===== src/rtl/osc_noise_poly_if.sv =====
// ---------------------------------------------------------------------------
// osc_noise_poly_if
//   Bundles the control inputs and mixed-sample outputs of the polyphonic
//   noise generator. The clock and reset stay plain ports on the modules.
//
//   tick     : one-cycle sample strobe (master -> slave)
//   en       : per-voice enable, one bit per voice
//   mode     : per-voice LFSR mode, 0 = long sequence, 1 = short sequence
//   period   : per-voice step divider, voice k at [k*PERIOD_W +: PERIOD_W]
//   volume   : per-voice unsigned amplitude, voice k at [k*VOL_W +: VOL_W]
//   sample   : signed mixed output (slave -> master)
//   valid    : one-cycle pulse when sample updates
//   busy     : high while a mix is in progress
//   overrun  : one-cycle pulse when a tick arrived during a mix
// ---------------------------------------------------------------------------
interface osc_noise_poly_if #(
  parameter int CHANNELS = 4,
  parameter int SAMPLE_W = 17,
  parameter int PERIOD_W = 16
);
  localparam int VOL_W = SAMPLE_W - 1;

  logic                         tick;
  logic [CHANNELS-1:0]          en;
  logic [CHANNELS-1:0]          mode;
  logic [CHANNELS*PERIOD_W-1:0] period;
  logic [CHANNELS*VOL_W-1:0]    volume;
  logic signed [SAMPLE_W-1:0]   sample;
  logic                         valid;
  logic                         busy;
  logic                         overrun;

  modport master (
    output tick, en, mode, period, volume,
    input  sample, valid, busy, overrun
  );

  modport slave (
    input  tick, en, mode, period, volume,
    output sample, valid, busy, overrun
  );
endinterface


===== src/rtl/osc_noise_poly.sv =====
// ---------------------------------------------------------------------------
// osc_noise_poly
//   Polyphonic LFSR noise generator. Each tick starts a mix that walks the
//   voices one per clock: a voice's divider decides whether its 15-bit LFSR
//   steps, the post-step LFSR bit 0 picks +volume or -volume, and the sum is
//   clamped to the signed output range and presented with a valid pulse
//   CHANNELS+1 cycles after the tick.
//
//   clk  : single clock, all state on the rising edge
//   rst  : asynchronous, active-low reset
//   bus  : osc_noise_poly_if.slave (tick, en, mode, period, volume in;
//          sample, valid, busy, overrun out)
// ---------------------------------------------------------------------------
module osc_noise_poly #(
  parameter int CHANNELS = 4,
  parameter int SAMPLE_W = 17,
  parameter int PERIOD_W = 16
) (
  input logic              clk,
  input logic              rst,
  osc_noise_poly_if.slave  bus
);

  localparam int VOL_W  = SAMPLE_W - 1;
  localparam int CH_W   = (CHANNELS > 1) ? $clog2(CHANNELS) : 1;
  // Wide enough that CHANNELS full-scale contributions of either sign fit.
  localparam int ACC_W  = SAMPLE_W + $clog2(CHANNELS);
  localparam int LFSR_W = 15;

  typedef enum logic [1:0] {
    IDLE = 2'd0,
    RUN  = 2'd1,
    DONE = 2'd2
  } state_t;

  state_t                    state;
  logic [CH_W-1:0]           ch;
  logic signed [ACC_W-1:0]   acc;
  logic [LFSR_W-1:0]         lfsr [CHANNELS];
  logic [PERIOD_W-1:0]       cnt  [CHANNELS];
  logic signed [SAMPLE_W-1:0] sample_q;
  logic                      valid_q;
  logic                      busy_q;
  logic                      overrun_q;

  // Datapath for the voice currently selected by ch.
  logic                      cur_en;
  logic                      cur_mode;
  logic [PERIOD_W-1:0]       cur_period;
  logic [VOL_W-1:0]          cur_vol;
  logic [LFSR_W-1:0]         cur_lfsr;
  logic [PERIOD_W-1:0]       cur_cnt;
  logic                      fb;
  logic                      step;
  logic [LFSR_W-1:0]         nxt_lfsr;
  logic [PERIOD_W-1:0]       nxt_cnt;
  logic signed [ACC_W-1:0]   vol_ext;
  logic signed [ACC_W-1:0]   contrib;
  logic signed [ACC_W-1:0]   acc_nxt;
  logic [ACC_W-SAMPLE_W:0]   upper;
  logic signed [SAMPLE_W-1:0] sat;
  logic                      last_ch;

  // NOTE: every always_comb output gets a default first, so no path leaves a
  // signal unassigned and no latch is inferred.
  always_comb begin
    cur_en     = bus.en[ch];
    cur_mode   = bus.mode[ch];
    cur_period = bus.period[ch*PERIOD_W +: PERIOD_W];
    cur_vol    = bus.volume[ch*VOL_W +: VOL_W];
    cur_lfsr   = lfsr[ch];
    cur_cnt    = cnt[ch];

    fb       = cur_lfsr[0] ^ (cur_mode ? cur_lfsr[6] : cur_lfsr[1]);
    step     = cur_en && (cur_cnt == '0);
    // Each step is invertible (bit 0 can be recovered from fb), so a nonzero
    // register can never map to all-zero in either mode.
    nxt_lfsr = step ? {fb, cur_lfsr[LFSR_W-1:1]} : cur_lfsr;

    nxt_cnt = cur_cnt;
    if (cur_en) begin
      if (cur_cnt == '0) begin
        // Period 0 behaves as period 1: reload 0 so every tick steps.
        nxt_cnt = (cur_period == '0) ? '0 : cur_period - 1'b1;
      end else begin
        nxt_cnt = cur_cnt - 1'b1;
      end
    end

    vol_ext = $signed({{(ACC_W-VOL_W){1'b0}}, cur_vol});
    contrib = '0;
    if (cur_en) begin
      contrib = nxt_lfsr[0] ? -vol_ext : vol_ext;
    end
    acc_nxt = acc + contrib;

    // In range exactly when the bits above the output sign all match it.
    upper = acc_nxt[ACC_W-1:SAMPLE_W-1];
    if ((upper == '0) || (upper == '1)) begin
      sat = acc_nxt[SAMPLE_W-1:0];
    end else if (acc_nxt[ACC_W-1]) begin
      sat = {1'b1, {(SAMPLE_W-1){1'b0}}};
    end else begin
      sat = {1'b0, {(SAMPLE_W-1){1'b1}}};
    end

    last_ch = (ch == CH_W'(CHANNELS-1));
  end

  // NOTE: sequential state uses non-blocking assignments only, so every
  // register samples the pre-edge values regardless of statement order.
  always_ff @(posedge clk or negedge rst) begin
    if (!rst) begin
      state     <= IDLE;
      ch        <= '0;
      acc       <= '0;
      sample_q  <= '0;
      valid_q   <= 1'b0;
      busy_q    <= 1'b0;
      overrun_q <= 1'b0;
      // NOTE: the voice arrays are reset too; an LFSR left unknown could power
      // up all-zero and lock, and the divider phase must start at 0 so the
      // first tick after reset steps every enabled voice.
      for (int i = 0; i < CHANNELS; i++) begin
        lfsr[i] <= LFSR_W'(1);
        cnt[i]  <= '0;
      end
    end else begin
      valid_q   <= 1'b0;
      // A tick during a mix is dropped; only the flag records it.
      overrun_q <= bus.tick && (state != IDLE);
      case (state)
        IDLE: begin
          if (bus.tick) begin
            state  <= RUN;
            ch     <= '0;
            acc    <= '0;
            busy_q <= 1'b1;
          end
        end
        RUN: begin
          lfsr[ch] <= nxt_lfsr;
          cnt[ch]  <= nxt_cnt;
          acc      <= acc_nxt;
          if (last_ch) begin
            // Output registers load on entry to DONE so valid is high for
            // exactly the DONE cycle.
            state    <= DONE;
            sample_q <= sat;
            valid_q  <= 1'b1;
          end else begin
            ch <= ch + 1'b1;
          end
        end
        DONE: begin
          state  <= IDLE;
          busy_q <= 1'b0;
        end
        default: begin
          state  <= IDLE;
          busy_q <= 1'b0;
        end
      endcase
    end
  end

  assign bus.sample  = sample_q;
  assign bus.valid   = valid_q;
  assign bus.busy    = busy_q;
  assign bus.overrun = overrun_q;

endmodule


===== src/flat_wrapper.sv =====
// flat-port wrapper written by rule: the top's interface ports become plain ports
module osc_noise_poly_flat 
#(
  parameter int CHANNELS = 4,
  parameter int SAMPLE_W = 17,
  parameter int PERIOD_W = 16
)
  (clk, rst, bus_tick, bus_en, bus_mode, bus_period, bus_volume, bus_sample, bus_valid, bus_busy, bus_overrun);
  osc_noise_poly_if #(.CHANNELS(CHANNELS), .SAMPLE_W(SAMPLE_W), .PERIOD_W(PERIOD_W)) bus_i ();
  input logic clk;
  input logic rst;
  input wire logic [$bits(bus_i.tick)-1:0] bus_tick;
  input wire logic [$bits(bus_i.en)-1:0] bus_en;
  input wire logic [$bits(bus_i.mode)-1:0] bus_mode;
  input wire logic [$bits(bus_i.period)-1:0] bus_period;
  input wire logic [$bits(bus_i.volume)-1:0] bus_volume;
  output wire logic [$bits(bus_i.sample)-1:0] bus_sample;
  output wire logic [$bits(bus_i.valid)-1:0] bus_valid;
  output wire logic [$bits(bus_i.busy)-1:0] bus_busy;
  output wire logic [$bits(bus_i.overrun)-1:0] bus_overrun;
  assign bus_i.tick = bus_tick;
  assign bus_i.en = bus_en;
  assign bus_i.mode = bus_mode;
  assign bus_i.period = bus_period;
  assign bus_i.volume = bus_volume;
  assign bus_sample = bus_i.sample;
  assign bus_valid = bus_i.valid;
  assign bus_busy = bus_i.busy;
  assign bus_overrun = bus_i.overrun;
  osc_noise_poly #(.CHANNELS(CHANNELS), .SAMPLE_W(SAMPLE_W), .PERIOD_W(PERIOD_W)) u_core (.clk(clk), .rst(rst), .bus(bus_i));
endmodule

===== config.mk =====
export PLATFORM = sky130hd
export DESIGN_NAME = osc_noise_poly_flat
export DESIGN_NICKNAME = d
export VERILOG_FILES = /design/src/rtl/osc_noise_poly_if.sv /design/src/rtl/osc_noise_poly.sv /design/src/flat_wrapper.sv
export SDC_FILE = /design/constraint.sdc
export NUM_CORES = 1
export LEC_CHECK = 0
export ABC_AREA = 0
export BUFFER_PORTS_ARGS = -buffer_cell sky130_fd_sc_hd__buf_2
export CAP_MARGIN = 20
export CORE_UTILIZATION = 55
export CTS_CLUSTER_DIAMETER = 120
export DETAILED_ROUTE_END_ITERATION = 8
export GPL_ROUTABILITY_DRIVEN = 1
export PLACE_DENSITY = 0.78
export SETUP_SLACK_MARGIN = 0.5
export SLEW_MARGIN = 25
export SYNTH_ARGS = -nofsm -noshare
export SYNTH_HDL_FRONTEND = slang
export SYNTH_SLANG_ARGS = --single-unit

===== constraint.sdc =====
create_clock -name clk -period 17.9 [get_ports clk]
set_input_delay 3.58 -clock clk [delete_from_list [all_inputs] [get_ports clk]]
set_output_delay 3.58 -clock clk [all_outputs]
set_load 0.02 [all_outputs]

After elaboration in Yosys (flattened, before gate mapping)
Cells that the tools add are included.
{"block": "totals", "reg_bits": 167, "input_bits": 139, "out_inout_bits": 20, "wordCells": 86}
{"block": "op_classes", "addsub": 5, "magnitude_cmp": 3, "n_eq_ne": 6, "shift": 2, "n_mux": 37, "bitwise": 3, "reduce_logical": 15}
{"op": "64-bit by 7-bit variable part select with 16-bit output", "n": 2}
{"op": "16-bit two-way mux", "n": 6}
{"op": "64-bit bitwise mux", "n": 1}
{"op": "60-bit bitwise mux", "n": 1}
{"op": "15-bit two-way mux", "n": 4}
{"op": "19-bit two-way mux", "n": 3}
{"op": "19-bit one-hot mux with 2 select lines", "n": 1}
{"op": "17-bit two-way mux", "n": 2}
{"op": "16-bit binary-select mux with 2-bit select", "n": 1}
{"op": "16-bit demux with 2-bit select", "n": 1}
{"op": "16-bit zero test", "n": 2}
{"op": "16-bit by 1-bit subtractor with 16-bit output, second input constant", "n": 2}
{"op": "15-bit binary-select mux with 2-bit select", "n": 1}
{"op": "15-bit demux with 2-bit select", "n": 1}
{"op": "19-bit adder", "n": 1}
{"op": "16-bit negator with 19-bit output", "n": 1}
{"op": "2-bit two-way mux", "n": 4}
{"op": "2-bit one-hot mux with 2 select lines", "n": 2}
{"op": "2-bit AND reduction", "n": 4}
{"op": "1-bit two-way mux", "n": 6}
{"op": "1-bit binary-select mux with 2-bit select", "n": 2}
{"op": "2-bit != test, second input constant", "n": 2}
{"op": "2-bit nonzero test", "n": 2}
{"op": "3-bit == test, second input constant", "n": 1}
{"op": "16 further kinds", "n": 18}

Longest topological paths before layout
{"block": "depth", "ltp_word": 13, "mapped_depth": 27, "depth_no_buf": 18}

Worst setup path before layout
No wires, ideal clock.
{"block": "synth_timing", "path_kind": "input-to-reg", "startpoint": "in bus_volume[21]", "endpoint": "reg u_core.sample_q[10] (netlist: u_core.bus.sample[10])", "setup_time_ps": 73, "arrival_time_ps": 7764, "required_ps": 17827, "setup_slack_ps": 10062, "cell_stages": 17, "path_buffers": 1, "cell_sequence": "mux4_1 -> or4_1 -> nand2b_1 -> or2_2 -> o21ai_0 -> xor2_1 -> nor2_1 -> ha_1 -> a21o_1 -> a21o_1 -> nor3_1 -> a21o_1 -> nand4b_1 -> o211ai_1 -> clkbuf_1 -> o31ai_1 -> a21oi_2"}
{"block": "synth_via", "elab_chain_cells": 8, "elab_cells_between_ends": 10, "classes_between": "add/sub: 2; eq/ne: 1; shift: 1; mux: 4; reduce/logical: 2"}
{"item": "start, declared", "line_no": "flat_wrapper.sv:16", "text": "input wire logic [$bits(bus_i.volume)-1:0] bus_volume;"}
{"item": "64-bit by 7-bit variable part select with 16-bit output (*)", "line_no": "osc_noise_poly.sv:70", "text": "cur_vol = bus.volume[ch*VOL_W +: VOL_W];"}
{"item": "16-bit negator with 19-bit output", "line_no": "osc_noise_poly.sv:93", "text": "contrib = nxt_lfsr[0] ? -vol_ext : vol_ext;"}
{"item": "19-bit two-way mux (*)", "line_no": "osc_noise_poly.sv:93"}
{"item": "19-bit two-way mux (*)", "line_no": "osc_noise_poly.sv:92", "text": "if (cur_en) begin"}
{"item": "19-bit adder (*)", "line_no": "osc_noise_poly.sv:95", "text": "acc_nxt = acc + contrib;"}
{"item": "3-bit == test or 3-bit zero test (tied branches)", "line_no": "osc_noise_poly.sv:99", "text": "if ((upper == '0) || (upper == '1)) begin"}
{"item": "1-bit logical OR", "line_no": "osc_noise_poly.sv:99"}
{"item": "17-bit two-way mux (*)", "line_no": "osc_noise_poly.sv:99"}
{"item": "end signal, assigned", "line_no": "osc_noise_poly.sv:149", "text": "sample_q <= sat;"}
{"item": "end, declared", "line_no": "osc_noise_poly.sv:41", "text": "logic signed [SAMPLE_W-1:0] sample_q;"}
Every way passes the cells marked *; elsewhere a longest branch is shown, timed or not.
A chain may end at the register's enable or synchronous reset.

Worst setup path after layout
{"block": "layout_timing", "startpoint": "in bus_volume[21]", "endpoint": "reg u_core.sample_q[5] (netlist: u_core.bus.sample[5])"}
The elaborated chain is that of the path after synthesis.

==> impl_metrics.py <==
metrics = {
    "power": {
        "p_sw_share_pct": 46.7,
        "power.density_nw_per_um2": 206,
        "power.share.sequential_pct": 26.0,
        "p_sw_w": 0.00113,
        "irDropWorstVdd_v": 0.0000933,
        "p_int_w": 0.00130,
        "cellLeakagePower_nw": 5.14,
        "combinationalPowerShare_pct": 58.7,
        "pwr-share-clk_pct": 15.3,
        "power_w": 0.00243,
    },
    "clocking": {
        "cts.sinks": 167,
        "cts_tree": "done",
        "clkTransAtPathRegs_ns": 0.07,
        "post_cts_buffers": 0,
        "root_buffer": "clkbuf_16",
        "ctsLongestPathBuffers": 2,
        "hold_buffers": 0,
        "cts_inserted_buffers": 17,
        "htreeDepth": 4,
        "ctsResizeCount": 0,
        "clock_latency_ns": 0.43,
    },
    "drt": {
        "dr_total_vias": 8324,
        "wl_per_cell_microns": 17.8,
        "ant_nets": 0,
        "wl_met2_mm": 12.2,
        "wl_met1_mm": 10.9,
        "dr_wl_met3_mm": 1.01,
        "top_layer_used": "met4",
        "avgViaCountPerCell": 6.02,
        "first_pass_iters": 7,
        "initialDrtViolationCount": 643,
        "drc": 13,
        "wirelength_mm": 24.6,
    },
    "timing": {
        "totalNegativeSetupSlack_ns": 0,
        "setup_viol": 0,
        "relSlewSlack_pct": 41.0,
        "hold_viol_final": 0,
        "fin_skew_ns": 0.0196,
        "rsz0062_at_grt": "false",
        "slew_viol_final": 0,
        "finalCritPeriodShare_pct": 45.5,
        "fin_crit_ns": 8.14,
        "fmax_mhz": 123,
        "worstMarginPinSlew_ns": 0.885,
        "setup_slack_ns": 9.76,
    },
    "logic_synthesis": {
        "synth_edf_count": 0,
        "synth-seq-cells": 167,
        "ys_warn_count": 0,
        "synth_nets": 1177,
        "synth.distinct_cells": 78,
        "ys_async_sr_fraction_pct": 100,
        "postSynthAreaPerCell_sq_um": 10.2,
        "synth_cells": 1011,
        "netlist_area_sq_um": 10300,
        "seq_area_frac_synth_pct": 40.7,
        "synth_ff_type": "dfrtp_1",
    },
    "grt": {
        "grt_max_degree": 99,
        "grt_pass1_wl_mm": 40.4,
        "grt_pass1_vias": 8132,
        "grt_use_total_pct": 26.3,
        "grt_overflow": 0,
        "grt_antenna_before_repair": 0,
    },
    "floorplan": {
        "ios": 159,
        "die_area_sq_um": 19200,
        "initial_utilization_pct": 56.6,
        "dieWidth_microns": 139,
        "die_h_microns": 139,
        "rows": 49,
        "coreArea_sq_um": 18100,
    },
    "status": {
        "violations": "design-rule violations",
        "run_status": "complete, but fails checks",
    },
    "cells_and_area": {
        "final_cells": 1382,
        "fin_nets": 1306,
        "area_growth_syn_to_layout_pct": 14.5,
        "mostFrequentLayoutCells": "dfrtp_1, nand2_1, buf_2",
        "layout_commonest_cell": "dfrtp_1",
        "drive_above_1_share_pct": 25.9,
        "antenna-diode-count": 0,
    },
    "setup_path": {
        "cp-end-kind": "register",
        "cp_cell_sequence": "buf_2, mux4_1, or4_1, nand2b_1, or2_2, o21ai_0, xor2_1, nor2_1, ha_1, a21o_1, a21o_1, nor3_1, a211oi_1, o21ai_0, nand3_1, a31oi_4, a21oi_1",
        "r2r_setup_slack_ns": 10.86,
        "reg2reg_from": "u_core.ch[0]",
        "cp_max_fo": 16,
        "rr_worst_depth": 19,
        "critPathLaunchType": "input pin",
        "cp_top_family": "compound AO/OA/AOI/OAI gates",
        "reg2reg_to": "u_core.bus.sample[5]",
        "required_ns": 18.18,
        "path_buf_inv": 1,
        "path_class": "in -> reg",
        "cp_data_arrival_time_ns": 8.42,
        "cp_slowest_cell": "or4_1",
        "critPathMaxStageDelay_ns": 0.59,
    },
    "place": {
        "hpwlAfterDp_mm": 17.1,
        "dp.cells": 1350,
        "port_buffers": 158,
        "dp_slack_ns": 9.39,
        "globalplace.congestion": 0.914,
    },
    "worst_hold_path": {
        "min_path_type": "reg -> reg",
        "hold_end": "u_core.cnt[24]",
        "hold_depth": 2,
        "hold_path_startpoint": "u_core.cnt[24]",
    },
    "job": {
        "maxCapViolCount": 0,
    },
}
-- kinds of logic after synthesis --
| kind of cell | Yosys count | synth area share (%) |
|---|---|---|
| AOI/OAI and AO/OA | 302 | 17.9 |
| xor gates and xnor gates | 32 | 2.73 |
| adders and majority gates | 27 | 3.36 |
| buffers and inverters | 80 | 3.85 |
| DFF | 167 | 40.7 |
| muxes | 87 | 16.7 |
| and+or+nand+nor | 316 | 14.7 |
-- routing by layer --
metal / vias to the layer above / GRT usage [%]
li1: 3999 / -
met1: 4066 / 35.3
met2: 227 / 43.8
met3: 32 / 3.66
met4: 0 / 10.1
met5: - / 0
-- power groups by stage --
stage	logic [W]	registers (W)	clock network [W]
5_1_grt	0.00158	0.000649	0.000391
4_1_cts	0.00142	0.000631	0.000377
6_report	0.00143	0.000631	0.000372
2_1_floorplan	0.00112	0.000610	0
3_5_place_dp	0.00141	0.000637	0
3_3_place_gp	0.00138	0.000631	0
-- flip-flops by register name, indices dropped and copies added, names as in the netlist --
signal and count:
u_core.bus.busy 1, u_core.cnt 64, u_core.lfsr 60, u_core.ch 2, u_core.bus.valid 1, u_core.bus.sample 17
u_core.acc 19, u_core.state 2, u_core.bus.overrun 1
-- how the worst max path moves through the flow --
stage | depth (start not counted) | end | slack, ns | startpoint
6_report | 17 | u_core.bus.sample[5] | 9.76 | bus_volume[21]
3_5_place_dp | 17 | u_core.bus.sample[15] | 9.39 | bus_volume[21]
2_1_floorplan | 17 | u_core.bus.sample[10] | 10.06 | bus_volume[21]
4_1_cts | 17 | u_core.bus.sample[15] | 9.77 | bus_volume[21]
3_3_place_gp | 17 | u_core.bus.sample[11] | 9.30 | bus_volume[21]
5_1_grt | 19 | u_core.bus.sample[3] | 9.38 | bus_volume[48]
-- cell usage after synthesis (3+ instances only) --
cell type	number	area, sq um
o21ai_1	7	35.0
buf_2	8	40.0
o21bai_1	3	22.5
mux2i_1	20	200
or3_1	10	62.6
o311ai_0	3	26.3
o21a_1	8	60.1
xnor2_1	16	140
o21ai_0	149	746
nor4_1	5	31.3
or2_2	5	31.3
dfstp_2	4	105
xor2_1	16	140
nand2_1	162	608
clkbuf_1	39	146
buf_6	4	45.0
or4_1	3	22.5
nand4_1	4	25.0
a211oi_1	4	30.0
mux2_2	3	33.8
o211ai_1	3	22.5
a21oi_1	45	225
a22o_1	14	123
a22oi_1	5	37.5
nor2b_1	4	25.0
buf_1	5	18.8
inv_1	19	71.3
nor3_1	15	75.1
a21oi_2	10	87.6
o22ai_1	7	43.8
a32o_1	3	30.0
nor4_4	3	63.8
nand3_1	12	60.1
nor2_1	63	236
mux4_1	12	315
a31oi_1	5	31.3
nand2b_1	6	37.5
ha_1	26	325
o31ai_1	15	113
dfrtp_1	163	4080
a21o_1	4	30.0
mux4_2	52	1170
and3_1	3	18.8
-- stage by stage --
step | hold slack, ns | utilization [%] | cell area [sq um]
5_1_grt | 0.501 | 64.8 | 11800
4_1_cts | 0.479 | 64.7 | 11700
6_report | 0.477 | 64.8 | 11800
3_3_place_gp | 0.453 | 61.4 | 11100
3_5_place_dp | 0.465 | 61.4 | 11100
2_1_floorplan | 0.442 | - | 10300
-- tightest hold or removal path, cell delays in order (launching register included) --
cell	delay, ns
dfrtp_1	0.34
nand2_1	0.04
o21ai_0	0.06
-- cell type report --
cell class                 count  area [sq um]
tap                          229           287
timing repair buffer         170           887
inverter                      20          75.1
clock buffer                  17           425
sequential                   167          4190
fill                        1468          6380
multi-input combinational    764          5730
clock inverter                15           176
Note: power is estimated with default switching activity, not from simulation.
